`config.mk`:
```
export PLATFORM = sky130hd
export DESIGN_NAME = dac_btn_ctrl
export DESIGN_NICKNAME = d
export VERILOG_FILES = /design/src/rtl/dac_pkg.sv /design/src/rtl/dac_par_write.sv /design/src/rtl/dac_btn_ctrl.sv
export SDC_FILE = /design/constraint.sdc
export NUM_CORES = 1
export LEC_CHECK = 0
export CAP_MARGIN = 20
export CORE_MARGIN = 2
export CORE_UTILIZATION = 35
export DETAILED_ROUTE_END_ITERATION = 16
export PLACE_DENSITY_LB_ADDON = 0.05
export REMOVE_ABC_BUFFERS = 1
export SYNTH_ARGS = -nofsm -noshare
export SYNTH_HDL_FRONTEND = slang
export SYNTH_SLANG_ARGS = --single-unit
```
`constraint.sdc`:
```
create_clock -name clk -period 2.2 [get_ports clk]
set_input_delay 0.22 -clock clk [delete_from_list [all_inputs] [get_ports clk]]
set_output_delay 0.22 -clock clk [all_outputs]
set_load 0.1 [all_outputs]
```
`src/rtl/dac_pkg.sv`:
```
// Shared types and constants for the button-driven parallel DAC controller.
package dac_pkg;

    typedef enum logic [1:0] {
        IDLE   = 2'd0,
        SETUP  = 2'd1,
        STROBE = 2'd2,
        HOLD   = 2'd3
    } wr_state_t;

    localparam int BTN_UP   = 0;
    localparam int BTN_DN   = 1;
    localparam int BTN_STEP = 2;
    localparam int BTN_CLR  = 3;

    localparam int DEF_STEP0 = 1;
    localparam int DEF_STEP1 = 4;
    localparam int DEF_STEP2 = 16;

endpackage

```
`src/rtl/dac_par_write.sv`:
```
// Parallel DAC write sequencer: SETUP, WR_CYCLES of strobe, HOLD, then at least one IDLE.
module dac_par_write
    import dac_pkg::*;
#(
    parameter int DATA_W    = 8,
    parameter int WR_CYCLES = 2
) (
    input  logic              clk,
    input  logic              rst,
    input  logic              req,
    input  logic [DATA_W-1:0] din,
    output logic [DATA_W-1:0] dac_d,
    output logic              dac_csn,
    output logic              dac_wrn,
    output logic              busy,
    output logic              ack
);

    localparam int CNT_W = (WR_CYCLES > 1) ? $clog2(WR_CYCLES) : 1;
    localparam logic [CNT_W-1:0] CNT_LAST = CNT_W'(WR_CYCLES - 1);

    wr_state_t         r_state;
    wr_state_t         w_state_nxt;
    logic [CNT_W-1:0]  r_cnt;
    logic [DATA_W-1:0] r_d;
    logic              r_csn;
    logic              r_wrn;
    logic              r_busy;
    logic              w_csn_nxt;
    logic              w_wrn_nxt;

    // Pin levels are decoded from the next state so they register alongside it.
    always_ff @(posedge clk) begin
        if (rst) begin
            r_state <= IDLE;
            r_cnt   <= '0;
            r_d     <= '0;
            r_csn   <= 1'b1;
            r_wrn   <= 1'b1;
            r_busy  <= 1'b0;
        end else begin
            r_state <= w_state_nxt;
            r_csn   <= w_csn_nxt;
            r_wrn   <= w_wrn_nxt;
            r_busy  <= (w_state_nxt != IDLE);
            if (r_state != STROBE)
                r_cnt <= '0;
            else
                r_cnt <= r_cnt + 1'b1;
            if (ack)
                r_d <= din;
        end
    end

    always_comb begin
        w_state_nxt = r_state;
        case (r_state)
            IDLE:    if (req) w_state_nxt = SETUP;
            SETUP:   w_state_nxt = STROBE;
            STROBE:  if (r_cnt == CNT_LAST) w_state_nxt = HOLD;
            HOLD:    w_state_nxt = IDLE;
            default: w_state_nxt = IDLE;
        endcase
    end

    always_comb begin
        w_csn_nxt = (w_state_nxt == IDLE);
        w_wrn_nxt = (w_state_nxt != STROBE);
    end

    assign ack     = (r_state == IDLE) && req;
    assign dac_d   = r_d;
    assign dac_csn = r_csn;
    assign dac_wrn = r_wrn;
    assign busy    = r_busy;

endmodule

```
`src/rtl/dac_btn_ctrl.sv`:
```
// Button-driven DAC code register with saturating up/down, step select, clear,
// and a coalescing write request into the parallel DAC sequencer.
module dac_btn_ctrl
    import dac_pkg::*;
#(
    parameter int DATA_W    = 8,
    parameter int WR_CYCLES = 2,
    parameter int STEP0     = DEF_STEP0,
    parameter int STEP1     = DEF_STEP1,
    parameter int STEP2     = DEF_STEP2
) (
    input  logic              clk,
    input  logic              rst,
    input  logic [3:0]        btn_trig,
    output logic [DATA_W-1:0] value,
    output logic [1:0]        step_sel,
    output logic [DATA_W-1:0] dac_d,
    output logic              dac_csn,
    output logic              dac_wrn,
    output logic              busy
);

    logic [DATA_W-1:0] r_value;
    logic [1:0]        r_step_sel;
    logic              r_pending;
    logic [DATA_W:0]   w_step;
    logic [DATA_W:0]   w_sum;
    logic [DATA_W-1:0] w_up_val;
    logic [DATA_W-1:0] w_dn_val;
    logic [DATA_W-1:0] w_val_nxt;
    logic              w_changed;
    logic              w_ack;

    always_comb begin
        case (r_step_sel)
            2'd0:    w_step = (DATA_W + 1)'(STEP0);
            2'd1:    w_step = (DATA_W + 1)'(STEP1);
            default: w_step = (DATA_W + 1)'(STEP2);
        endcase
    end

    // One extra bit makes the carry-out the saturation flag.
    assign w_sum    = {1'b0, r_value} + w_step;
    assign w_up_val = w_sum[DATA_W] ? '1 : w_sum[DATA_W-1:0];
    assign w_dn_val = ({1'b0, r_value} < w_step) ? '0 : (r_value - w_step[DATA_W-1:0]);

    always_comb begin
        w_val_nxt = r_value;
        if (btn_trig[BTN_CLR])
            w_val_nxt = '0;
        else if (btn_trig[BTN_UP] && !btn_trig[BTN_DN])
            w_val_nxt = w_up_val;
        else if (btn_trig[BTN_DN] && !btn_trig[BTN_UP])
            w_val_nxt = w_dn_val;
    end

    assign w_changed = (w_val_nxt != r_value);

    // A change in the same cycle the sequencer accepts wins, so the newer code is written next.
    always_ff @(posedge clk) begin
        if (rst) begin
            r_value    <= '0;
            r_step_sel <= 2'd0;
            r_pending  <= 1'b1;
        end else begin
            r_value <= w_val_nxt;
            if (btn_trig[BTN_STEP])
                r_step_sel <= (r_step_sel == 2'd2) ? 2'd0 : r_step_sel + 2'd1;
            if (w_changed)
                r_pending <= 1'b1;
            else if (w_ack)
                r_pending <= 1'b0;
        end
    end

    dac_par_write #(
        .DATA_W    (DATA_W),
        .WR_CYCLES (WR_CYCLES)
    ) u_wr (
        .clk     (clk),
        .rst     (rst),
        .req     (r_pending),
        .din     (r_value),
        .dac_d   (dac_d),
        .dac_csn (dac_csn),
        .dac_wrn (dac_wrn),
        .busy    (busy),
        .ack     (w_ack)
    );

    assign value    = r_value;
    assign step_sel = r_step_sel;

endmodule

```
After elaboration in Yosys (flattened, before gate mapping)
Index checks and enable logic that the tools add are counted.
{"block": "totals", "input_bits": 6, "latchBits": 0, "mem_count": 0, "ram_bits": 0, "regBits": 25, "wordCells": 43, "output_inout_bits": 21, "romBits": 0}
{"block": "op_classes", "order_cmp": 1, "bitwise_logic": 0, "reduce_logical": 11, "eq_ne": 8, "n_div": 0, "shift": 0, "mul": 0, "n_addsub": 4, "n_mux": 10}
{"operator": "2-to-1 mux 8 bit", "count": 5}
{"operator": "case mux 5 bit (2 select lines)", "count": 1}
{"operator": "adder 8 x 9 -> 9 bit", "count": 1}
{"operator": "< comparator 8 x 9 -> 1 bit", "count": 1}
{"operator": "!= test 8 bit", "count": 1}
{"operator": "case mux 2 bit (4 select lines)", "count": 1}
{"operator": "subtractor 8 bit", "count": 1}
{"operator": "== test 2 bit (second input constant)", "count": 3}
{"operator": "logical NOT 2 bit", "count": 3}
{"operator": "2-to-1 mux 2 bit", "count": 3}
{"operator": "== test 2 x 1 -> 1 bit (second input constant)", "count": 2}
{"operator": "!= test 2 bit (second input constant)", "count": 2}
{"operator": "OR reduction 2 bit", "count": 2}
{"operator": "logical AND 1 bit", "count": 3}
{"operator": "adder 2 x 1 -> 2 bit (second input constant)", "count": 1}
{"operator": "logical NOT 1 bit", "count": 2}
{"operator": "nonzero test 2 bit", "count": 1}
{"operator": "adder 1 bit (second input constant)", "count": 1}

Logic depth before layout (Yosys ltp)
{"block": "logic_depth", "word_depth": 9, "depth_mapped": 11}

Modules after synthesis
From an unflattened synthesis, not the netlist that was laid out.
{"block": "hier_totals", "cells_unflattened": 242, "hier_area_um2": 1893.1}
{"module": "dac_btn_ctrl", "seq_area_each_um2": 220.2, "n_inst": 1, "area_each_um2": 1348.8, "cells_per_inst": 181}
{"module": "dac_par_write", "seq_area_each_um2": 280.3, "n_inst": 1, "area_each_um2": 544.3, "cells_per_inst": 61}

Worst setup path after synthesis
OpenSTA, ideal clock, no wires.
{"block": "synth_timing", "kind": "reg-to-reg", "startpoint": "reg r_value[0] (netlist: value[0])", "endpoint": "reg r_pending", "stages_incl_launch_ff": 10, "setup_slack_ps": -819, "path_buffers": 0, "arrival_time_ps": 2900, "synth_period_minus_slack_ps": 3019, "required_ps": 2080, "path_cell_list": "dfxtp_1 inv_1 ha_1 ha_1 nor3b_1 a2111oi_2 a211o_2 nor2_1 a31oi_1 a211o_1"}
{"block": "synth_between", "elab_chain_cells": 7, "elab_cells_between_ends": 10}
{"item": "from (decl)", "line": "dac_btn_ctrl.sv:23", "rtl": "logic [DATA_W-1:0] r_value;"}
{"item": "from (signal assigned)", "line": "dac_btn_ctrl.sv:66", "rtl": "r_value <= w_val_nxt;"}
{"item": "subtractor 8 bit or < comparator 8 x 9 -> 1 bit (tied branches)", "line": "dac_btn_ctrl.sv:45", "rtl": "assign w_dn_val = ({1'b0, r_value} < w_step) ? '0 : (r_value - w_step[DATA_W-1:0]);"}
{"item": "2-to-1 mux 8 bit", "line": "dac_btn_ctrl.sv:45"}
{"item": "2-to-1 mux 8 bit", "line": "dac_btn_ctrl.sv:53", "rtl": "else if (btn_trig[BTN_DN] && !btn_trig[BTN_UP])"}
{"item": "2-to-1 mux 8 bit", "line": "dac_btn_ctrl.sv:51", "rtl": "else if (btn_trig[BTN_UP] && !btn_trig[BTN_DN])"}
{"item": "2-to-1 mux 8 bit", "line": "dac_btn_ctrl.sv:49", "rtl": "if (btn_trig[BTN_CLR])"}
{"item": "!= test 8 bit (*)", "line": "dac_btn_ctrl.sv:57", "rtl": "assign w_changed = (w_val_nxt != r_value);"}
{"item": "OR reduction 2 bit (no line) (*)"}
{"item": "to (signal assigned)", "line": "dac_btn_ctrl.sv:64", "rtl": "r_pending <= 1'b1;"}
{"item": "to (signal assigned)", "line": "dac_btn_ctrl.sv:70", "rtl": "r_pending <= 1'b1;"}
{"item": "to (signal assigned)", "line": "dac_btn_ctrl.sv:72", "rtl": "r_pending <= 1'b0;"}
{"item": "to (decl)", "line": "dac_btn_ctrl.sv:25", "rtl": "logic r_pending;"}
Mark *: on every way between the ends. The rest lies on a longest branch, timed or not.
A chain may end at the register's enable or synchronous reset.

Worst setup path after layout
{"block": "layout_timing", "startpoint": "reg r_step_sel[1] (netlist: step_sel[1])", "endpoint": "reg r_pending"}
{"block": "layout_between", "elab_chain_cells": 9, "elab_cells_between_ends": 13}
{"item": "from (decl)", "line": "dac_btn_ctrl.sv:24", "rtl": "logic [1:0] r_step_sel;"}
{"item": "from (signal assigned)", "line": "dac_btn_ctrl.sv:68", "rtl": "r_step_sel <= (r_step_sel == 2'd2) ? 2'd0 : r_step_sel + 2'd1;"}
{"item": "== test 2 x 1 -> 1 bit or logical NOT 2 bit (tied branches)", "line": "dac_btn_ctrl.sv:35", "rtl": "case (r_step_sel)"}
{"item": "case mux 5 bit (2 select lines) (*)", "line": "dac_btn_ctrl.sv:35"}
{"item": "subtractor 8 bit or < comparator 8 x 9 -> 1 bit (tied branches)", "line": "dac_btn_ctrl.sv:45"}
{"item": "2-to-1 mux 8 bit", "line": "dac_btn_ctrl.sv:45"}
{"item": "2-to-1 mux 8 bit", "line": "dac_btn_ctrl.sv:53"}
{"item": "2-to-1 mux 8 bit (*)", "line": "dac_btn_ctrl.sv:51"}
{"item": "2-to-1 mux 8 bit (*)", "line": "dac_btn_ctrl.sv:49"}
{"item": "!= test 8 bit (*)", "line": "dac_btn_ctrl.sv:57"}
{"item": "OR reduction 2 bit (no line) (*)"}
Marks and branches as above.

==> key figures <==
Clock tree
  – Hold Buf Count CTS: 0
  – TritonCTS Sinks: 25
  – Maximum level of the CTS H-tree: 1
  – Clock Tree Root: sky130_fd_sc_hd__clkbuf_8
  – Worst-Skew Late Latency: 0.27 ns
  – Deepest clock path buffer count: 2
  – TritonCTS clock tree: done
  – CTS clock-pin slew for the worst setup and hold paths: 0.08 ns
  – Number of clock buffers inserted by TritonCTS: 3

Layout
  – Non-filler cells in the finished layout: 336
  – Combined flip-flop and latch cell area: 510 µm²
  – Post-route design area: 2660 µm²
  – Area added between synthesis and finish: 56.2%
  – Fraction of final layout cells with drive strength greater than 1: 0.450
  – Number of nets in the layout: 300
  – Fill cell total of the finished layout: 409
  – Combined area of the multi-input logic cells: 1340 µm²
  – Antenna diode count: 0

Global route
  – Total grt overflow: 0
  – Vias in the first global route: 1815
  – Number of antenna violations at the first check in global routing: 0
  – Met1 track demand over resource in global routing: 0.236
  – Busiest layer in global routing: met2
  – GR met3 Demand/Resource: 0.0329
  – Global-route wire length before repair: 8380 µm
  – Global-route met2 utilization: 0.367
  – Largest net degree at the start of global routing: 18
  – Overall fraction of global-route tracks in use: 0.200

Timing
  – Final worst-path cycle share: 1.05
  – Maximum clock frequency: 0.434 GHz
  – Tightest slew margin relative to the limit: 0.755
  – Time the worst path needs with I/O delays and setup: 2.31 ns
  – Count of final max-slew check failures: 0
  – Setup repair after global routing missed its margin: true
  – Total of endpoints with negative setup slack in the final report: 1
  – Worst clock skew on the final layout: 0.00521 ns
  – Final hold slack: 0.426 ns
  – Worst Tran Pin Value: 0.367 ns
  – Hold violation total from the final report: 0
  – Fin worst setup slack: -0.106 ns

Synthesis
  – Cell variety after synth: 52
  – Cell with the most instances after synthesis: sky130_fd_sc_hd__dfxtp_1
  – Yosys warns: 0
  – Number of synthesized flops with an enable pin: 0
  – Fraction of synthesized area in multiplexers: 0.0301
  – Post-synthesis share of cell area spent on xor and xnor gates: 0.0463
  – List of most frequent post-synthesis cells: sky130_fd_sc_hd__dfxtp_1, sky130_fd_sc_hd__nand2_1, sky130_fd_sc_hd__nor2_1
  – Leading area contributor after synthesis: sky130_fd_sc_hd__dfxtp_1
  – Area fraction in compound gates after synthesis: 0.246
  – Post-synthesis instance total: 208
  – Post-synthesis area per instance: 8.19 µm²
  – Dominant register cell in the synthesized netlist: sky130_fd_sc_hd__dfxtp_1
  – Share of flip-flops with an asynchronous set or reset: 0
  – Leading post-synthesis cells by cell area: sky130_fd_sc_hd__dfxtp_1, sky130_fd_sc_hd__ha_1, sky130_fd_sc_hd__nand2_1, sky130_fd_sc_hd__nor2_1, sky130_fd_sc_hd__a21oi_1
  – Cell Area, Synth: 1700 µm²
  – Share of the synthesized area in the top cell type: 0.294
  – Fraction of the yosys area taken by sequential cells: 0.294
  – Dominant combinational cell family by area after synthesis: compound AO/OA/AOI/OAI gates
  – Synthesized-area fraction occupied by adder cells: 0.0808
  – Flop and latch count out of synthesis: 25
  – Basic-gate share of the synthesized area counting and, or, nand and nor cells: 0.242

Floorplan
  – Floorplan die area: 5440 µm²
  – Number of ports placed on the die boundary: 27
  – Die width: 73.8 µm
  – Initial cell density of the core: 0.363
  – Die span in y: 73.8 µm
  – Core area: 4690 µm²
  – Number of rows in the core area: 25

Placement
  – Number of cells after detailed placement: 322
  – Global placement routability congestion: 0.937
  – DP HPWL: 3940 µm
  – Placed instance area: 2260 µm²
  – IO buf count: 26

Drt
  – Drt drc: 0
  – Drt first pass iters: 4
  – Mean routed wirelength per cell: 15.8 µm
  – Violation count after the first detailed-route iteration: 75
  – Aggregate routed wire length: 5300 µm
  – Via density: 5.32
  – Number of nets with antenna violations after routing: 0
  – DR vias: 1789

Outcome
  – Violated checks: negative setup slack
  – Run status: finished with violations

Pwr
  – Sw Share: 0.453
  – Cell internal pwr: 1.02 mW
  – Maximum VDD drop: 0.551 mV
  – Proportion of power drawn by the clock network: 0.148
  – Part of the power in registers: 0.300
  – Leakage power summed over all cells: 1.17 nW
  – Switch Pwr: 841 µW
  – Gate power share: 0.553
  – Pwr dens: 698 nW/µm²

Hold path
  – HP Class: flop to flop

Critical path
  – WP data arrival: 2.47 ns
  – Cell breakdown of the critical path: buf_4 -> ha_1 -> or2_4 -> o221ai_4 -> buf_4 -> nand2_4 -> o221ai_4 -> mux2i_1 -> a31oi_1 -> a211o_1
  – Critical path start-end classification: flop to flop
  – Register-to-register setup slack: -0.11 ns
  – Critical-path maximum fanout: 4
  – Largest stage delay on the critical path: 0.38 ns
  – CP Data Required Time: 2.36 ns
  – Endpoint type of the worst setup path: flop
  – Setup crit start kind: flop
  – Critical Path Slowest Stage Cell: sky130_fd_sc_hd__dfxtp_4

Run
  – MaxCap Viol Count: 0
-- kinds of logic (layout without fill, tap and decap cells) --
family,count (synthesis),after routing
and+or+nand+nor,80,80
DFF,25,25
adders and majority gates,11,11
muxes,5,5
buffers and inverters,23,97
AOI/OAI and AO/OA,55,55
xor gates and xnor gates,9,9
-- layout make-up --
cell class | instances | share of cell area
multi-input cells | 160 | 0.504
repair buffers | 83 | 0.245
flip-flops and latches | 25 | 0.192
well taps | 54 | 0.0254
inverters | 10 | 0.0160
clock buffers | 3 | 0.0155
clock inverters | 1 | 0.00188
-- power by group through the flow --
stage / Combinational (mW) / Sequential [mW] / Clock, mW
after floorplan: 0.325 / 0.858 / 0
after global placement: 0.890 / 0.559 / 0
after detailed placement: 0.906 / 0.562 / 0
after CTS: 0.999 / 0.557 / 0.287
after global routing: 1.10 / 0.564 / 0.304
final: 1.03 / 0.557 / 0.274
-- routing by layer --
metal  vias up  share of wire
li1        890              -
met1       860           0.43
met2        32           0.53
met3         7          0.028
met4         0         0.0098
met5         -              0
-- worst max-delay path: cells and delay by family (launching register included) --
kind	cells	cell delay, ns
AOI/OAI and AO/OA	4	0.76
adders and majority gates	1	0.19
buffers and inverters	2	0.30
DFF	1	0.38
muxes	1	0.23
and+or+nand+nor	2	0.35
-- final timing paths --
kind,from,end,depth (start not counted)
setup / recovery,step_sel[1]$_SDFFE_PP0P_,r_pending$_SDFFE_PP1P_,10
hold / removal,u_wr.r_cnt$_SDFF_PP0_,u_wr.r_cnt$_SDFF_PP0_,1
setup reg to reg,step_sel[1]$_SDFFE_PP0P_,r_pending$_SDFFE_PP1P_,10
hold reg to reg,u_wr.r_cnt$_SDFF_PP0_,u_wr.r_cnt$_SDFF_PP0_,1
-- stage by stage --
stage	TNS (ns)	util	power [mW]	setup slack, ns
finish	-0.106	0.567	1.86	-0.106
detailed placement	-0.560	0.483	1.47	-0.203
CTS	-0.0185	0.545	1.84	-0.0185
global placement	-0.308	0.483	1.45	-0.171
global route	-0.241	0.567	1.97	-0.211
floorplan	-4.09	-	1.18	-0.826
-- what timing repair did --
action | CTS | global route
cloned | 0 | 0
pin swaps | 18 | 18
buffers inserted | 6 | 4
setup endpoints to repair | 4 | 9
resized for setup | 37 | 15
-- flip-flops by register name, indices dropped and copies added, names as in the netlist --
register      cells
step_sel          2
u_wr.busy         1
u_wr.r_cnt        1
u_wr.r_state      2
u_wr.dac_csn      1
u_wr.dac_d        8
value             8
r_pending         1
u_wr.dac_wrn      1
-- cell usage in the layout (no fill, tap or decap), types with 5 or more instances in the layout --
cell                              Yosys  routed
sky130_fd_sc_hd__dfxtp_1             25      21
sky130_fd_sc_hd__clkdlybuf4s50_1      0       5
sky130_fd_sc_hd__nand2b_1             8       7
sky130_fd_sc_hd__nor2_1              18      16
sky130_fd_sc_hd__a21oi_1             11      11
sky130_fd_sc_hd__inv_1               10       8
sky130_fd_sc_hd__o21ai_0              7       6
sky130_fd_sc_hd__nand2_1             19      18
sky130_fd_sc_hd__nand3_1             11      10
sky130_fd_sc_hd__buf_4                1      76
sky130_fd_sc_hd__ha_4                 0       6
Note: power is estimated with default switching activity, not from simulation.
